===== src/rtl/udi_pkg.sv =====
// Shared UDI definitions: result-path state encoding and default datapath widths.
package udi_pkg;

  localparam int unsigned UDI_ACC_W = 40;
  localparam int unsigned UDI_LEN_W = 10;
  localparam int unsigned UDI_POW_W = 32;

  typedef enum logic [1:0] {
    IDLE = 2'd0,
    ACC  = 2'd1,
    HOLD = 2'd2
  } udi_state_e;

endpackage


===== src/rtl/udi_sat_add.sv =====
// Unsigned W-bit adder that clamps to all-ones and flags the overflow.
module udi_sat_add #(
  parameter int unsigned W = 40
) (
  input  logic [W-1:0] a,
  input  logic [W-1:0] b,
  output logic [W-1:0] sum_c,
  output logic         ovf_c
);

  logic [W:0] full;

  always_comb begin
    full  = {1'b0, a} + {1'b0, b};
    ovf_c = full[W];
    sum_c = ovf_c ? '1 : full[W-1:0];
  end

endmodule


===== src/rtl/udi_pow_integ.sv =====
// Windowed power integrator: sums N power samples with saturation, tracks the
// first maximum and its index, and hands one record out over valid/ready.
module udi_pow_integ
  import udi_pkg::*;
#(
  parameter int unsigned ACC_W = UDI_ACC_W,
  parameter int unsigned LEN_W = UDI_LEN_W
) (
  input  logic                 gclk,
  input  logic                 gresetn,
  input  logic                 start,
  input  logic [LEN_W-1:0]     cfg_len,
  input  logic [UDI_POW_W-1:0] pow_in,
  input  logic                 pow_vld,
  output logic                 busy,
  output logic                 res_vld,
  input  logic                 res_rdy,
  output logic [ACC_W-1:0]     res_sum,
  output logic                 res_sat,
  output logic [UDI_POW_W-1:0] res_peak,
  output logic [LEN_W-1:0]     res_peak_idx
);

  udi_state_e state_q, state_d;
  logic busy_d, res_vld_d;

  logic [LEN_W-1:0]     len_q, cnt_q, peak_idx_q;
  logic [ACC_W-1:0]     acc_q, acc_sum;
  logic [UDI_POW_W-1:0] peak_q;
  logic                 sat_q, acc_ovf;

  logic take_start, take_smp, last_smp, new_peak;

  assign take_start = (state_q == IDLE) && start;
  assign take_smp   = (state_q == ACC) && pow_vld;
  assign last_smp   = take_smp && (cnt_q == len_q);
  assign new_peak   = (cnt_q == '0) || (pow_in > peak_q);

  udi_sat_add #(.W(ACC_W)) u_sat_add (
    .a     (acc_q),
    .b     (ACC_W'(pow_in)),
    .sum_c (acc_sum),
    .ovf_c (acc_ovf)
  );

  always_ff @(posedge gclk or negedge gresetn) begin
    if (!gresetn) begin
      state_q <= IDLE;
      busy    <= 1'b0;
      res_vld <= 1'b0;
    end else begin
      state_q <= state_d;
      busy    <= busy_d;
      res_vld <= res_vld_d;
    end
  end

  always_comb begin
    state_d = state_q;
    unique case (state_q)
      IDLE:    if (take_start) state_d = ACC;
      ACC:     if (last_smp) state_d = HOLD;
      HOLD:    if (res_vld && res_rdy) state_d = IDLE;
      default: state_d = IDLE;
    endcase
  end

  // Status flags are registered from the next state so they line up with it.
  always_comb begin
    busy_d    = 1'b0;
    res_vld_d = 1'b0;
    if (state_d != IDLE) busy_d = 1'b1;
    if (state_d == HOLD) res_vld_d = 1'b1;
  end

  always_ff @(posedge gclk or negedge gresetn) begin
    if (!gresetn) begin
      len_q        <= '0;
      cnt_q        <= '0;
      acc_q        <= '0;
      sat_q        <= 1'b0;
      peak_q       <= '0;
      peak_idx_q   <= '0;
      res_sum      <= '0;
      res_sat      <= 1'b0;
      res_peak     <= '0;
      res_peak_idx <= '0;
    end else if (take_start) begin
      len_q      <= cfg_len;
      cnt_q      <= '0;
      acc_q      <= '0;
      sat_q      <= 1'b0;
      peak_q     <= '0;
      peak_idx_q <= '0;
    end else if (take_smp) begin
      acc_q <= acc_sum;
      sat_q <= sat_q | acc_ovf;
      if (new_peak) begin
        peak_q     <= pow_in;
        peak_idx_q <= cnt_q;
      end
      // Result record includes the closing sample itself.
      if (last_smp) begin
        res_sum      <= acc_sum;
        res_sat      <= sat_q | acc_ovf;
        res_peak     <= new_peak ? pow_in : peak_q;
        res_peak_idx <= new_peak ? cnt_q : peak_idx_q;
      end else begin
        cnt_q <= cnt_q + LEN_W'(1);
      end
    end
  end

endmodule


===== config.mk =====
export PLATFORM = sky130hd
export DESIGN_NAME = udi_pow_integ
export DESIGN_NICKNAME = d
export VERILOG_FILES = /design/src/rtl/udi_pkg.sv /design/src/rtl/udi_sat_add.sv /design/src/rtl/udi_pow_integ.sv
export SDC_FILE = /design/constraint.sdc
export NUM_CORES = 1
export LEC_CHECK = 0
export ABC_AREA = 1
export CORE_MARGIN = 2
export CORE_UTILIZATION = 58
export DETAILED_ROUTE_END_ITERATION = 10
export HOLD_SLACK_MARGIN = 0.12
export PLACE_DENSITY = 0.81
export SYNTH_ARGS = -nofsm -noshare
export SYNTH_HDL_FRONTEND = slang
export SYNTH_HIERARCHICAL = 1
export SYNTH_SLANG_ARGS = --single-unit

===== constraint.sdc =====
create_clock -name gclk -period 3.25 [get_ports gclk]
set_input_delay 0.975 -clock gclk [delete_from_list [all_inputs] [get_ports gclk]]
set_output_delay 0.975 -clock gclk [all_outputs]
set_load 0.01 [all_outputs]

==> results of run 1 <==
## registers in the layout, indices dropped and copies added, names as in the netlist
signal	count
res_peak_idx	10
peak_q	32
acc_q	40
busy	1
sat_q	1
len_q	10
state_q	2
peak_idx_q	10
res_peak	32
res_sum	40
res_sat	1
res_vld	1
cnt_q	10
## power groups by stage
stage / Combinational, mW / Clock (mW) / Sequential, mW
after floorplan: 5.53 / 0 / 3.95
after global routing: 10.1 / 2.27 / 4.06
after global placement: 8.61 / 0 / 3.95
after detailed placement: 8.87 / 0 / 3.97
after CTS: 8.96 / 2.17 / 3.95
final: 9.09 / 2.15 / 3.96
## synthesized netlist by cell type (8+ instances only)
cell and count:
nand2_1 610, nor2_1 130, inv_1 267, dfrtp_1 190
buf_6 12, a21oi_1 87, nor3_1 8, clkbuf_1 14
nand2_2 15, nand4_1 9, ha_1 74, nand3_1 160
buf_2 19, o21ai_0 62, xnor2_1 23, nand3_2 33
## cell type report
cell class,instances,area share (%)
multi-input cells,1265,41.2
flip-flops and latches,190,30.3
repair buffers,271,15.8
inverters,276,6.64
clock buffers,19,2.89
well taps,275,2.19
clock inverters,13,0.933
## worst paths after layout
kind                             startpoint     endpoint  slack, ps  cells past startpoint
worst min-delay path                gresetn    acc_q[10]        470                      1
worst max-delay path             pow_in[31]    acc_q[32]        170                     14
worst max register to register     acc_q[0]     acc_q[2]        830                     13
max in group asynchronous           gresetn     acc_q[5]       2080                      2
worst min register to register  res_peak[5]  res_peak[5]        480                      2
min in group gclk               res_peak[5]  res_peak[5]        480                      2
## layer usage
metal  GRT usage [%]  part of all wire (%)  vias to the layer above
li1                -                     -                     6023
met1            46.9                    45                     5712
met2            52.4                    45                      519
met3            4.25                   7.6                       63
met4            9.67                   2.7                        0
met5               0                     0                        -
## stage by stage
stage / hold WS (ps) / std cells / total power [mW]
2_1_floorplan: 449 / 1785 / 9.47
3_3_place_gp: 461 / 2277 / 12.6
3_5_place_dp: 464 / 2277 / 12.8
4_1_cts: 474 / 2309 / 15.1
5_1_grt: 484 / 2309 / 16.5
6_report: 472 / 2309 / 15.2
## cells by family (layout without fill, tap and decap cells)
| group | after synthesis | count (layout) | synth area share (%) |
|---|---|---|---|
| other | 1 | 8 | 0.0297 |
| multiplexers | 1 | 1 | 0.0793 |
| flip-flops | 190 | 190 | 37.7 |
| AND/OR/NAND/NOR | 988 | 988 | 34.3 |
| buffers and inverters | 330 | 579 | 11.3 |
| AO/OA/AOI/OAI | 163 | 163 | 6.83 |
| adder cells (fa/ha/maj) | 75 | 75 | 7.50 |
| XOR/XNOR | 30 | 30 | 2.32 |
## what timing repair did
item,CTS,global route
hold endpoints to repair,0,0
setup endpoints to repair,0,4
resized for setup,0,1
==> reports/metrics.yaml, run 1 <==
row_count: 53
synth_cells: 1778
utilization_pct: 74.2
drt_iter0_drc: 1071
hp-class: "in2async"
power_per_cell_area_mw_per_mm2: 969
period_share_pct: 94.9
die_x_um: 151
rsz0062_at_grt: "false"
clkSinkCount: 190
fin_ws_ps: 166
vias: 12300
sw_frac_of_total_pct: 46.1
cp_top_family: "buffers and inverters"
multi_input_area_sq_mm: 0.00647
drc_errors: 0
worstMarginPinSlew_ps: 539
clock-root-buffer: "clkbuf_16"
cts_buffers: 17
drive_gt1_share_pct: 12.3
gr-total-overflow: 0
diodes: 0
hold_violations: 0
cpMostUsedCell: "nand2_1"
synth_top_area_cell: "dfrtp_1"
netSwitchingPower_mw: 7.00
core_sq_mm: 0.0212
fin_worst_skew_ps: 14.4
clockBufferDepth: 2
nets: 2143
ys_top_cells_by_area: "dfrtp_1, nand2_1, inv_1"
postCtsSetupRepairBufs: 0
syn-mean-instance-area_sq_um: 7.10
crit_type: "in2reg"
synth-main-ff-cell: "dfrtp_1"
hpwl_um: 27100
comb_power_share_pct: 59.8
path_max_fanout: 3
finalSetupViolations: 0
clk_pin_slew_ps: 80
slowest_stage: "clkdlybuf4s50_1"
tritoncts: "done"
grtUsageTotal_pct: 32.8
wl_per_cell_um: 15.9
antenna_found_initial: 0
synthArstFlopShare_pct: 100
maxSlewViolCount: 0
synth_area_sq_mm: 0.0126
io_buffers: 131
final.setup.tns_ps: 0
grt_pass1_wl_um: 58600
synth_edf_count: 0
ys_types: 46
cts_hold_buf: 0
ir_drop_uv: 544
worstPathCellList: "clkdlybuf4s50_1, ha_1, a21oi_1, o21ai_1, inv_1, nand2_1, buf_4, a21oi_1, buf_4, nand2_1, nand2_1, nand3_1, inv_1, o21ai_0"
crit_arrival_ps: 3390
dp_worst_setup_slack_ps: -236
post-route-min-period_ps: 3080
final_common_cell: "nand2_1"
clkLatencyLatePin_ps: 440
status: "completed"
start_util_pct: 59.6
area_growth_pct: 24.4
slew-limit-headroom_pct: 64.0
crit_buf_inv: 5
num-fill-cells: 1655
max_stage_delay_ps: 590
htreeDepth: 4
p_int_mw: 8.20
dr.pass1.iters: 8
pwr-share-clk_pct: 14.1
final_cell_mix: "nand2_1, inv_1, dfrtp_1, nand3_1"
p_seq_share_pct: 26.1
fmax_mhz: 324
antenna_left: 0
grt_pass1_vias: 11800
max-cap-violations: 0
vias_per_cell: 5.33
ys_ff_latch: 190
routed_wl_um: 36600
final_area_sq_mm: 0.0157
cp.required_ps: 3560
startpoint_type: "input pin"
dpl_cell_area_sq_mm: 0.0151
regArea_sq_mm: 0.00475
seq_area_frac_synth_pct: 37.7
leakage_nw: 8.63
yosysTopAreaCellShare_pct: 37.7
gp_congestion: 0.955
yosys_warnings: 6
end_kind: "flop"
dieHeight_um: 151
die-area_sq_mm: 0.0229
io_pins: 132
grt_max_degree: 83
Note: power is estimated with default switching activity, not from simulation.
==> run 2: changes to the inputs <==
--- a/config.mk
+++ b/config.mk
@@ -10,7 +10,7 @@
 export CORE_UTILIZATION = 58
 export DETAILED_ROUTE_END_ITERATION = 10
 export HOLD_SLACK_MARGIN = 0.12
-export PLACE_DENSITY = 0.81
+export PLACE_DENSITY = 0.77
 export SYNTH_ARGS = -nofsm -noshare
 export SYNTH_HDL_FRONTEND = slang
 export SYNTH_HIERARCHICAL = 1
==> run 2 against run 1 <==
Effect of this change:
- sequential share of layout area rose by 0.14 points
- flip-flop and latch count did not move
- final cell count fell by 0.43%
- clock power rose by 2%
- power fell by 0.50%
- via count fell by 0.35%
- critical path type unchanged
- critical endpoint is now acc_q[39]
- largest cell class unchanged
- largest power group unchanged
==> reports/metrics.yaml, run 2 (synthesis results as in run 1) <==
gr-total-overflow: 0  # unchanged
drive_gt1_share_pct: 11.9  # -0.43 points
grt_pass1_vias: 11700  # -0.67%
crit_buf_inv: 3  # -2
nets: 2133  # -0.47%
drt_iter0_drc: 982  # -8.3%
r2r-start: "acc_q[0]"
final_cell_mix: "nand2_1, inv_1, dfrtp_1, nand3_1"
hold_start: "res_peak_idx[2]"
clkSinkCount: 190  # unchanged
area_growth_pct: 23.8
die_x_um: 151  # unchanged
rsz0062_at_grt: "false"
startpoint: "pow_in[27]"
grt_max_degree: 83  # unchanged
utilization_pct: 73.8  # -0.35 points
htreeDepth: 4  # unchanged
core_sq_mm: 0.0212  # unchanged
drc_errors: 0  # unchanged
clock-root-buffer: "clkbuf_16"
routed_wl_um: 37200  # +1.5%
diodes: 0  # unchanged
dp_cells: 2267  # -0.44%
r2r_cells: 13  # unchanged
clockBufferDepth: 2  # unchanged
power_per_cell_area_mw_per_mm2: 969  # about the same
path_depth: 13  # -1
worstMarginPinSlew_ps: 638  # +99.4 ps
cpMostUsedCell: "nand2_1"
slowest_stage: "clkdlybuf4s50_1"
fin_cells: 2299  # -0.43%
cp_top_family: "buffers and inverters"
max_stage_delay_ps: 590  # about the same
dpl_cell_area_sq_mm: 0.0150  # -0.58%
clk_pin_slew_ps: 80  # about the same
fmax_mhz: 326  # +0.50%
antenna_left: 0  # unchanged
period_share_pct: 94.4  # -0.47 points
start_util_pct: 59.6  # unchanged
status: "completed"
antenna_found_initial: 0  # unchanged
max-cap-violations: 0  # unchanged
ir_drop_uv: 523  # -4.0%
top_regs: "acc_q x40, res_sum x40"
holdWs_ps: 483  # +11.2 ps
io_buffers: 131  # unchanged
grt_pass1_wl_um: 59200  # +1.0%
row_count: 53  # unchanged
worstPathCellList: "clkdlybuf4s50_1, ha_1, a21oi_1, o21ai_0, nand2_1, nand2_1, nand2_1, nand2_1, a21oi_4, buf_6, nand3_1, inv_1, o21ai_0"
maxSlewViolCount: 0  # unchanged
hold_violations: 0  # unchanged
postCtsSetupRepairBufs: 0  # unchanged
clkLatencyLatePin_ps: 460  # +20 ps
leakage_nw: 8.58  # -0.61%
crit_arrival_ps: 3370  # -20 ps
io_pins: 132  # unchanged
vias_per_cell: 5.34  # about the same
path_max_fanout: 22  # +19
cts_buffers: 17  # unchanged
hp-class: "reg2reg"
dr.pass1.iters: 6  # -2
fin_worst_skew_ps: 17.8  # +3.41 ps
final_common_cell: "nand2_1"
grtUsageTotal_pct: 33.2  # +0.41 points
slew-limit-headroom_pct: 57.5  # -6.5 points
crit_type: "in2reg"
post-route-min-period_ps: 3070  # -15.2 ps
wl_per_cell_um: 16.2  # +1.9%
tritoncts: "done"
cts_hold_buf: 0  # unchanged
final.setup.tns_ps: 0  # unchanged
hpwl_um: 27900  # +3.1%
gp_congestion: 0.934  # -2.1%
die-area_sq_mm: 0.0229  # unchanged
whs_path_depth: 2
dieHeight_um: 151  # unchanged
end_kind: "flop"
finalSetupViolations: 0  # unchanged
vias: 12300  # -0.35%
final_area_sq_mm: 0.0156  # -0.47%
startpoint_type: "input pin"
cp.required_ps: 3550  # about the same
## run 2: cell types whose count changed in the layout (fill, tap and decap cells not counted), sizes merged
cell    before  now
clkbuf      20   18
buf        140  130
clkinv      10   11
inv        279  280
## run 2: layout make-up
type / count / area [sq um]
clock buffer: 17 / 425
tap: 275 / 344
clock inverter: 15 / 188
inverter: 276 / 1040
sequential: 190 / 4750
timing repair buffer: 261 / 2390
fill: 1704 / 5540
multi-input combinational: 1265 / 6470
## run 2: report_power, final
part           switching [mW]  total, mW  internal, mW
logic                    5.24       8.97          3.73
clock network            1.14       2.19          1.05
registers               0.670       3.97          3.30
## run 2: worst paths after layout
path | slack, ps | to
min | 480 | res_peak_idx[2]
max reg2reg | 810 | acc_q[39]
min in group asynchronous | 550 | acc_q[11]
max in group asynchronous | 1980 | cnt_q[0]
min reg2reg | 480 | res_peak_idx[2]
max | 180 | acc_q[39]
## run 2: through the flow
stage                     power [mW]  worst slack (ps)
after global placement          12.5              -197
after detailed placement        12.8              -303
after global routing            16.4              37.4
after CTS                       15.0               157
after floorplan                 9.47               186
final                           15.1               181
## run 2: layer usage
layer,routed length (um),global-route usage (%),up-vias
met5,0,0,-
met4,1110,11.2,0
met3,2420,5.09,66
met2,16500,52.1,490
met1,17200,47.1,5718
li1,-,-,6000
## run 2: worst register-to-register path: stages (launching register included)
cell	delay (ps)
dfrtp_1	400
ha_1	230
fa_1	390
nand2_1	100
nand3_1	80
nand3_1	90
nand2_2	60
nand2_1	100
nand3b_4	100
a21oi_4	190
buf_6	250
nand3_1	120
inv_1	80
o21ai_0	110
## run 2: repair_timing
item | CTS | global route
resized for setup | 0 | 1
hold endpoints to repair | 0 | 0
setup endpoints to repair | 0 | 4
